`src/rtl/quad_pulse_gen_pkg.sv`:
```
// Shared types for the quadrature pulse generator: phase encodings, phase
// stepping helpers and the controller state encoding.
package quad_pulse_gen_pkg;

    // Width of the dwell down-counter
    localparam int unsigned DWELL_W = 16;

    // (A,B) phase encodings; bit 1 is A, bit 0 is B
    typedef enum logic [1:0] {
        PH_00 = 2'b00,
        PH_10 = 2'b10,
        PH_11 = 2'b11,
        PH_01 = 2'b01
    } phase_e;

    typedef enum logic [1:0] {
        IDLE = 2'b00,
        RUN  = 2'b01,
        TAIL = 2'b10
    } state_e;

    // Forward step: A leads B
    function automatic phase_e next_phase(input phase_e ph);
        case (ph)
            PH_00:   return PH_10;
            PH_10:   return PH_11;
            PH_11:   return PH_01;
            default: return PH_00;
        endcase
    endfunction

    // Reverse step: same ring walked backwards
    function automatic phase_e prev_phase(input phase_e ph);
        case (ph)
            PH_00:   return PH_01;
            PH_01:   return PH_11;
            PH_11:   return PH_10;
            default: return PH_00;
        endcase
    endfunction

endpackage

```
`src/rtl/quad_dwell_timer.sv`:
```
// Loadable 16-bit down-counter that parks at zero and flags it.
module quad_dwell_timer
    import quad_pulse_gen_pkg::*;
(
    input  logic               clk,
    input  logic               rst,
    input  logic               load,
    input  logic [DWELL_W-1:0] load_val,
    output logic               zero
);

    logic [DWELL_W-1:0] cnt_q;

    // Load has priority; otherwise count down and hold at zero
    always_ff @(posedge clk or posedge rst) begin
        if (rst) begin
            cnt_q <= '0;
        end else if (load) begin
            cnt_q <= load_val;
        end else if (cnt_q != '0) begin
            cnt_q <= cnt_q - DWELL_W'(1);
        end
    end

    assign zero = (cnt_q == '0);

endmodule

```
`src/rtl/quad_pulse_gen.sv`:
```
// Quadrature transmitter: emits cmd_count A/B edges, each phase held for
// DWELL_CYCLES clocks, then holds the final phase for one more dwell before
// pulsing done. Tracks the signed emitted position.
// Optional index output enabled by defining QUAD_PULSE_GEN_INDEX_EN.
module quad_pulse_gen
    import quad_pulse_gen_pkg::*;
#(
    parameter int unsigned DWELL_CYCLES = 250,
    parameter int unsigned CNT_W        = 16,
    parameter int unsigned POS_W        = 32,
    parameter int unsigned CPR          = 1024
) (
    input  logic                    clk,
    input  logic                    rst,
    input  logic                    cmd_valid,
    output logic                    cmd_ready,
    input  logic                    cmd_dir,
    input  logic [CNT_W-1:0]        cmd_count,
    output logic                    Aout,
    output logic                    Bout,
    output logic                    Zout,
    output logic                    busy,
    output logic                    done,
    output logic signed [POS_W-1:0] position
);

    if (DWELL_CYCLES < 2 || DWELL_CYCLES > 65535) begin : g_bad_dwell
        $error("DWELL_CYCLES out of range 2..65535");
    end
    if (CPR < 2) begin : g_bad_cpr
        $error("CPR must be at least 2");
    end

    localparam logic [DWELL_W-1:0] DWELL_RELOAD = DWELL_W'(DWELL_CYCLES - 1);

    state_e             state_q, state_d;
    phase_e             phase_q, phase_d;
    logic               dir_q, dir_d;
    logic [CNT_W-1:0]   remaining_q, remaining_d;
    logic [POS_W-1:0]   position_q, position_d;
    logic               done_q, done_d;
    logic               tmr_load;
    logic [DWELL_W-1:0] tmr_val;
    logic               tmr_zero;
    logic               step;

    quad_dwell_timer u_dwell (
        .clk      (clk),
        .rst      (rst),
        .load     (tmr_load),
        .load_val (tmr_val),
        .zero     (tmr_zero)
    );

    // Controller next-state: accept, edge stepping and final hold
    always_comb begin
        state_d     = state_q;
        phase_d     = phase_q;
        dir_d       = dir_q;
        remaining_d = remaining_q;
        position_d  = position_q;
        done_d      = 1'b0;
        tmr_load    = 1'b0;
        tmr_val     = DWELL_RELOAD;
        step        = 1'b0;
        case (state_q)
            IDLE: begin
                if (cmd_valid) begin
                    dir_d    = cmd_dir;
                    tmr_load = 1'b1;
                    if (cmd_count == '0) begin
                        // Zero-count command: a one-cycle tail
                        state_d = TAIL;
                        tmr_val = '0;
                    end else begin
                        state_d     = RUN;
                        remaining_d = cmd_count;
                    end
                end
            end
            RUN: begin
                if (tmr_zero) begin
                    step        = 1'b1;
                    tmr_load    = 1'b1;
                    phase_d     = dir_q ? next_phase(phase_q) : prev_phase(phase_q);
                    position_d  = dir_q ? position_q + POS_W'(1) : position_q - POS_W'(1);
                    remaining_d = remaining_q - CNT_W'(1);
                    // Reloaded dwell doubles as the final-phase hold in TAIL
                    if (remaining_q == CNT_W'(1)) begin
                        state_d = TAIL;
                    end
                end
            end
            TAIL: begin
                if (tmr_zero) begin
                    done_d  = 1'b1;
                    state_d = IDLE;
                end
            end
            default: state_d = IDLE;
        endcase
    end

    // State and datapath registers
    always_ff @(posedge clk or posedge rst) begin
        if (rst) begin
            state_q     <= IDLE;
            phase_q     <= PH_00;
            dir_q       <= 1'b0;
            remaining_q <= '0;
            position_q  <= '0;
            done_q      <= 1'b0;
        end else begin
            state_q     <= state_d;
            phase_q     <= phase_d;
            dir_q       <= dir_d;
            remaining_q <= remaining_d;
            position_q  <= position_d;
            done_q      <= done_d;
        end
    end

    assign cmd_ready = (state_q == IDLE);
    assign busy      = (state_q != IDLE);
    assign done      = done_q;
    assign Aout      = phase_q[1];
    assign Bout      = phase_q[0];
    assign position  = position_q;

`ifdef QUAD_PULSE_GEN_INDEX_EN
    localparam int unsigned RP_W = $clog2(CPR);
    localparam logic [RP_W-1:0] RP_MAX = RP_W'(CPR - 1);

    logic [RP_W-1:0] rev_pos_q, rev_pos_d;
    logic            zout_q;

    // Position within one revolution, wrapping at both ends
    always_comb begin
        rev_pos_d = rev_pos_q;
        if (step) begin
            if (dir_q) begin
                rev_pos_d = (rev_pos_q == RP_MAX) ? '0 : rev_pos_q + RP_W'(1);
            end else begin
                rev_pos_d = (rev_pos_q == '0) ? RP_MAX : rev_pos_q - RP_W'(1);
            end
        end
    end

    // Index register tracks rev_pos==0 in the same cycle rev_pos updates
    always_ff @(posedge clk or posedge rst) begin
        if (rst) begin
            rev_pos_q <= '0;
            zout_q    <= 1'b1;
        end else begin
            rev_pos_q <= rev_pos_d;
            zout_q    <= (rev_pos_d == '0);
        end
    end

    assign Zout = zout_q;
`else
    logic unused_step;
    assign unused_step = step;
    assign Zout        = 1'b0;
`endif

endmodule

```
`config.mk`:
```
export PLATFORM = sky130hd
export DESIGN_NAME = quad_pulse_gen
export DESIGN_NICKNAME = d
export VERILOG_FILES = /design/src/rtl/quad_pulse_gen_pkg.sv /design/src/rtl/quad_dwell_timer.sv /design/src/rtl/quad_pulse_gen.sv
export SDC_FILE = /design/constraint.sdc
export NUM_CORES = 1
export LEC_CHECK = 0
export ABC_CLOCK_PERIOD_IN_PS = 8400
export CAP_MARGIN = 10
export CORE_MARGIN = 2
export CORE_UTILIZATION = 40
export CTS_BUF_LIST = sky130_fd_sc_hd__clkbuf_4 sky130_fd_sc_hd__clkbuf_8
export CTS_CLUSTER_SIZE = 40
export DETAILED_ROUTE_END_ITERATION = 8
export PLACE_DENSITY = 0.69
export SLEW_MARGIN = 20
export SYNTH_ARGS = -nofsm -noshare
export SYNTH_HDL_FRONTEND = slang
export SYNTH_SLANG_ARGS = --single-unit
```
`constraint.sdc`:
```
create_clock -name clk -period 8.4 [get_ports clk]
set_input_delay 1.68 -clock clk [delete_from_list [all_inputs] [get_ports clk]]
set_output_delay 1.68 -clock clk [all_outputs]
set_load 0.03 [all_outputs]
```
# After elaboration in Yosys (flattened, before gate mapping)
# Cells that the tools add are included.
[classes]
add_sub_neg = 4
eq_ne = 11
muxes = 23
n_reduce_logical = 12
[op_table]
columns = ["op", "n"]
rows = [
  ["two-way mux 16 bit", 5],
  ["adder 32 x 1 -> 32 bit, second input constant", 1],
  ["logical NOT 16 bit", 2],
  ["two-way mux 32 bit", 1],
  ["one-hot mux 16 bit (2 select lines)", 1],
  ["subtractor 16 x 1 -> 16 bit, second input constant", 2],
  ["subtractor 32 x 1 -> 32 bit, second input constant", 1],
  ["two-way mux 8 bit", 3],
  ["one-hot mux 2 bit (3 select lines)", 3],
  ["equality test 16 x 1 -> 1 bit, second input constant", 1],
  ["nonzero test 16 bit", 1],
  ["two-way mux 2 bit", 6],
  ["!= test 2 bit, second input constant", 5],
  ["AND reduction 4 bit", 2],
  ["equality test 2 bit, second input constant", 3],
  ["nonzero test 2 bit", 3],
  ["equality test 2 x 1 -> 1 bit, second input constant", 2],
  ["logical NOT 2 bit", 2],
  ["AND reduction 2 bit", 2],
  ["two-way mux 1 bit", 3],
  ["one-hot mux 1 bit (2 select lines)", 1],
]
[totals]
reg_bits = 70
inputBits = 20

# Longest topological paths before layout
[logic_depth]
depth_word = 5
mapped_depth = 12
mapped_depth_nobuf = 10

# Modules after synthesis
# A second synthesis with hierarchy kept.
[hier_totals]
cells_unflattened = 637
area_unflattened_um2 = 5268.8
[by_module_without_submodules]
columns = ["mod", "instances", "cells_each", "area_per_inst_um2"]
rows = [
  ["quad_pulse_gen", 1, 535, 4275.4],
  ["quad_dwell_timer", 1, 102, 993.5],
]

# Worst setup path before layout
# No wires, ideal clock.
[synth_timing]
path_kind = "reg2reg"
start = "register dir_q"
end = "register position_q[25] (netlist: position[25])"
setup_time_ns = 0.133
arrival_ns = 2.976
required_time_ns = 8.267
setup_slack_ns = 5.291
stages_incl_launch_ff = 13
n_path_buf = 2
synth_period_minus_slack_ns = 3.109
cell_sequence = "dfrtp_1 clkbuf_1 inv_1 ha_1 buf_4 and3_1 and3_1 nand3_1 o211ai_2 or3b_1 o221ai_2 xnor2_1 o21ai_1"
[synth_between]
elab_chain_len = 1
[synth_lines]
columns = ["item", "line", "rtl"]
rows = [
  ["start, declared", "quad_pulse_gen.sv:38", "logic dir_q, dir_d;"],
  ["start signal, assigned", "quad_pulse_gen.sv:116", "dir_q <= dir_d;"],
  ["two-way mux 32 bit", "quad_pulse_gen.sv:86", "position_d = dir_q ? position_q + POS_W'(1) : position_q - POS_W'(1);"],
  ["end signal, assigned", "quad_pulse_gen.sv:118", "position_q <= position_d;"],
  ["end, declared", "quad_pulse_gen.sv:40", "logic [POS_W-1:0] position_q, position_d;"],
]
# Every way passes these cells.
# A chain may end at the register's enable or synchronous reset.

# Worst setup path after layout
[layout_timing]
start = "register state_q[0]"
end = "output cmd_ready"
[layout_between]
elab_chain_len = 1
[layout_lines]
columns = ["item", "line", "rtl"]
rows = [
  ["start, declared", "quad_pulse_gen.sv:36", "state_e state_q, state_d;"],
  ["start signal, assigned", "quad_pulse_gen.sv:114", "state_q <= state_d;"],
  ["logical NOT 2 bit", "quad_pulse_gen.sv:123", "assign cmd_ready = (state_q == IDLE);"],
  ["end, declared", "quad_pulse_gen.sv:16", "output logic cmd_ready,"],
]
# Every way passes these cells.

==> flow_metrics.env <==
export IMPL_vias_per_cell=5.58
export IMPL_setup_viol=0
export IMPL_p_leak_nw=2.50
export IMPL_yosys_area_share_adder_pct=8.86
export IMPL_drt_initial_drc_count=224
export IMPL_grtUsageTotal_pct=19.1
export IMPL_cts_resized=0
export IMPL_clk_pin_slew_worst_paths_ns=0.07
export IMPL_ir_drop_v=0.000201
export IMPL_setup_tns_final_ns=0
export IMPL_grt_pass1_wl_mm=20.6
export IMPL_vias=4686
export IMPL_synth_area_leaders="dfrtp_1 (35%), ha_1 (8.5%), nand2_1 (6.6%), a21oi_1 (6.1%), o21ai_1 (4.9%)"
export IMPL_clkSinkCount=70
export IMPL_worstPathArrival_ns=1.81
export IMPL_globalplace_congestion=0.962
export IMPL_cp_max_fo=11
export IMPL_syn_area_per_cell_um2=8.11
export IMPL_wire_per_inst_um=14.6
export IMPL_dp_hpwl_mm=8.91
export IMPL_synth_cells=620
export IMPL_diodes=0
export IMPL_worstMarginPinSlew_ns=0.885
export IMPL_hold_buffers=0
export IMPL_dp_cells=824
export IMPL_synthMuxAreaShare_pct=0.622
export IMPL_clk_path_buf_depth=2
export IMPL_synthXorXnorAreaFrac_pct=7.14
export IMPL_clock_root_buffer="clkbuf_8"
export IMPL_die_area_mm2=0.0135
export IMPL_nets=722
export IMPL_synth_top_family_by_area="compound AO/OA/AOI/OAI gates"
export IMPL_postSynth_asyncResetShare_pct=100
export IMPL_dr_pass1_iters=5
export IMPL_cp_start_kind="flop"
export IMPL_critPathCaptureType="output port"
export IMPL_yosys_top_cells_count="nand2_1 (89), dfrtp_1 (70), a21oi_1 (61)"
export IMPL_finalHoldViolations=0
export IMPL_synth_simple_gate_area_share_pct=21.1
export IMPL_io_pins=58
export IMPL_timing_final_crit_share_pct=41.6
export IMPL_ys_flop_type="dfrtp_1"
export IMPL_synth_seq_cells=70
export IMPL_slew_violations=0
export IMPL_remaining_drc_errors=0
export IMPL_period_needed_ns=3.49
export IMPL_synth_compound_area_share_pct=23.6
export IMPL_syn_to_final_growth_pct=18.6
export IMPL_grt_pass1_vias=4444
export IMPL_rsz0062_at_grt="false"
export IMPL_power_density_mw_per_mm2=238
export IMPL_yosysUniqueCellTypes=57
export IMPL_relSlewSlack_pct=41.0
export IMPL_gr_total_overflow=0
export IMPL_final_antenna_net_count=0
export IMPL_ctsHtreeMaxLevel=3
export IMPL_start_util_pct=41.3
export IMPL_crit_path_cell_trace="nor2_1 > clkdlybuf4s50_1"
export IMPL_synth_edf_count=0
export IMPL_min_path_type="flop to flop"
export IMPL_grt_max_degree=71
export IMPL_synth_seq_area_share_pct=34.8
export IMPL_synth_nets=675
export IMPL_clock_skew_ns=0.0124
export IMPL_cts_setup_buffers=0
export IMPL_synth_top_area_share_pct=34.8
export IMPL_antenna_found_initial=0
export IMPL_clk_latency_ns=0.36
export IMPL_critical_path_class="flop to output port"
export IMPL_critPathRequiredTime_ns=6.72
export IMPL_slowest_delay_ns=0.71
export IMPL_cap_viol_max_count=0
export IMPL_die_w_um=116
export IMPL_drive_gt1_share_pct=4.61
export IMPL_yosysWarnings=0
export IMPL_row_count=40
export IMPL_status="finished clean"
export IMPL_cts_buffers=9
export IMPL_fmax_mhz=286
export IMPL_layout_cells_non_filler=840
export IMPL_syn_area_mm2=0.00503
export IMPL_fp_dieH_um=116
export IMPL_cts_tree="done"
export IMPL_synth_top_cell_by_area="dfrtp_1"
export IMPL_worst_path_max_delay_cell="clkdlybuf4s50_1"
export IMPL_synthMostInstantiatedCell="nand2_1"
export IMPL_portBuffers=56
export IMPL_core_mm2=0.0122
export IMPL_totalWireLength_mm=12.2
## flip-flops by register name, indices dropped and copies added, names as in the netlist
| register | count |
|---|---|
| position | 32 |
| phase_q | 2 |
| done | 1 |
| state_q | 2 |
| remaining_q | 16 |
| dir_q | 1 |
| u_dwell.cnt_q | 16 |
## worst paths after layout
check / start / to / slack (ns) / cells after the start
worst max register to register: dir_q / position[28] / 5.13 / 10
min in group asynchronous: rst / position[28] / 1.91 / 3
worst max-delay path: state_q[0] / cmd_ready / 4.91 / 2
worst min register to register: remaining_q[14] / remaining_q[14] / 0.49 / 2
worst min-delay path: remaining_q[14] / remaining_q[14] / 0.49 / 2
max in group asynchronous: rst / remaining_q[2] / 5.92 / 3
## worst max-delay path, delay by kind of cell, from the launching register on
kind	cells	cell delay [ns]
and+or+nand+nor	1	0.24
DFF	1	0.51
buffers and inverters	1	0.71
## report_power, final
group	internal [W]	total [W]	switching, W
combinational	0.000239	0.000641	0.000402
clock	0.000173	0.000305	0.000132
sequential	0.000397	0.000472	0.0000753
total	0.000809	0.00142	0.000610
## kinds of logic after synthesis
| kind of cell | Yosys count |
|---|---|
| compound gates | 200 |
| xor+xnor | 41 |
| fa+ha+maj | 35 |
| buf+inv | 48 |
| flops | 70 |
| mux | 3 |
| other cells | 1 |
| simple gates | 222 |
## routing by layer
layer / track usage [%] / part of all wire (%)
met5: 0 / 0
met4: 6.90 / 1.9
met3: 4.57 / 4.9
met2: 31.5 / 48
met1: 24.5 / 46
## placed cells by master, fill, tap and decap left out, drive strengths merged, types with 3 or more instances in the layout
cell type,n
a211oi,4
a21o,8
a21oi,61
a22oi,4
a31oi,8
and3,7
buf,6
clkbuf,14
clkdlybuf4s50,56
dfrtp,70
ha,34
inv,22
nand2,89
nand2b,5
nand3,20
nand3b,3
nand4,8
nor2,38
nor2b,6
nor3,14
nor3b,5
nor4,15
o211ai,5
o21a,5
o21ai,79
o21bai,3
o22ai,3
or3,5
or4,3
xnor2,24
xor2,17
## cell type report
type	instances	area (um2)
fill	1152	6200
multi-input combinational	502	3090
sequential	70	1750
timing repair buffer	62	609
tap	168	210
clock buffer	14	186
inverter	22	82.6
clock inverter	2	37.5
## per-stage QoR
stage	util (%)	setup WS [ns]	hold slack (ns)	total power, W	area, um2
floorplan	-	4.95	0.456	0.000965	5030
global placement	47.1	4.73	0.472	0.00110	5730
detailed placement	47.2	4.63	0.477	0.00111	5740
CTS	49.0	4.89	0.494	0.00142	5960
global route	49.0	4.79	0.545	0.00153	5960
finish	49.0	4.91	0.490	0.00142	5960
Note: power is estimated with default switching activity, not from simulation.
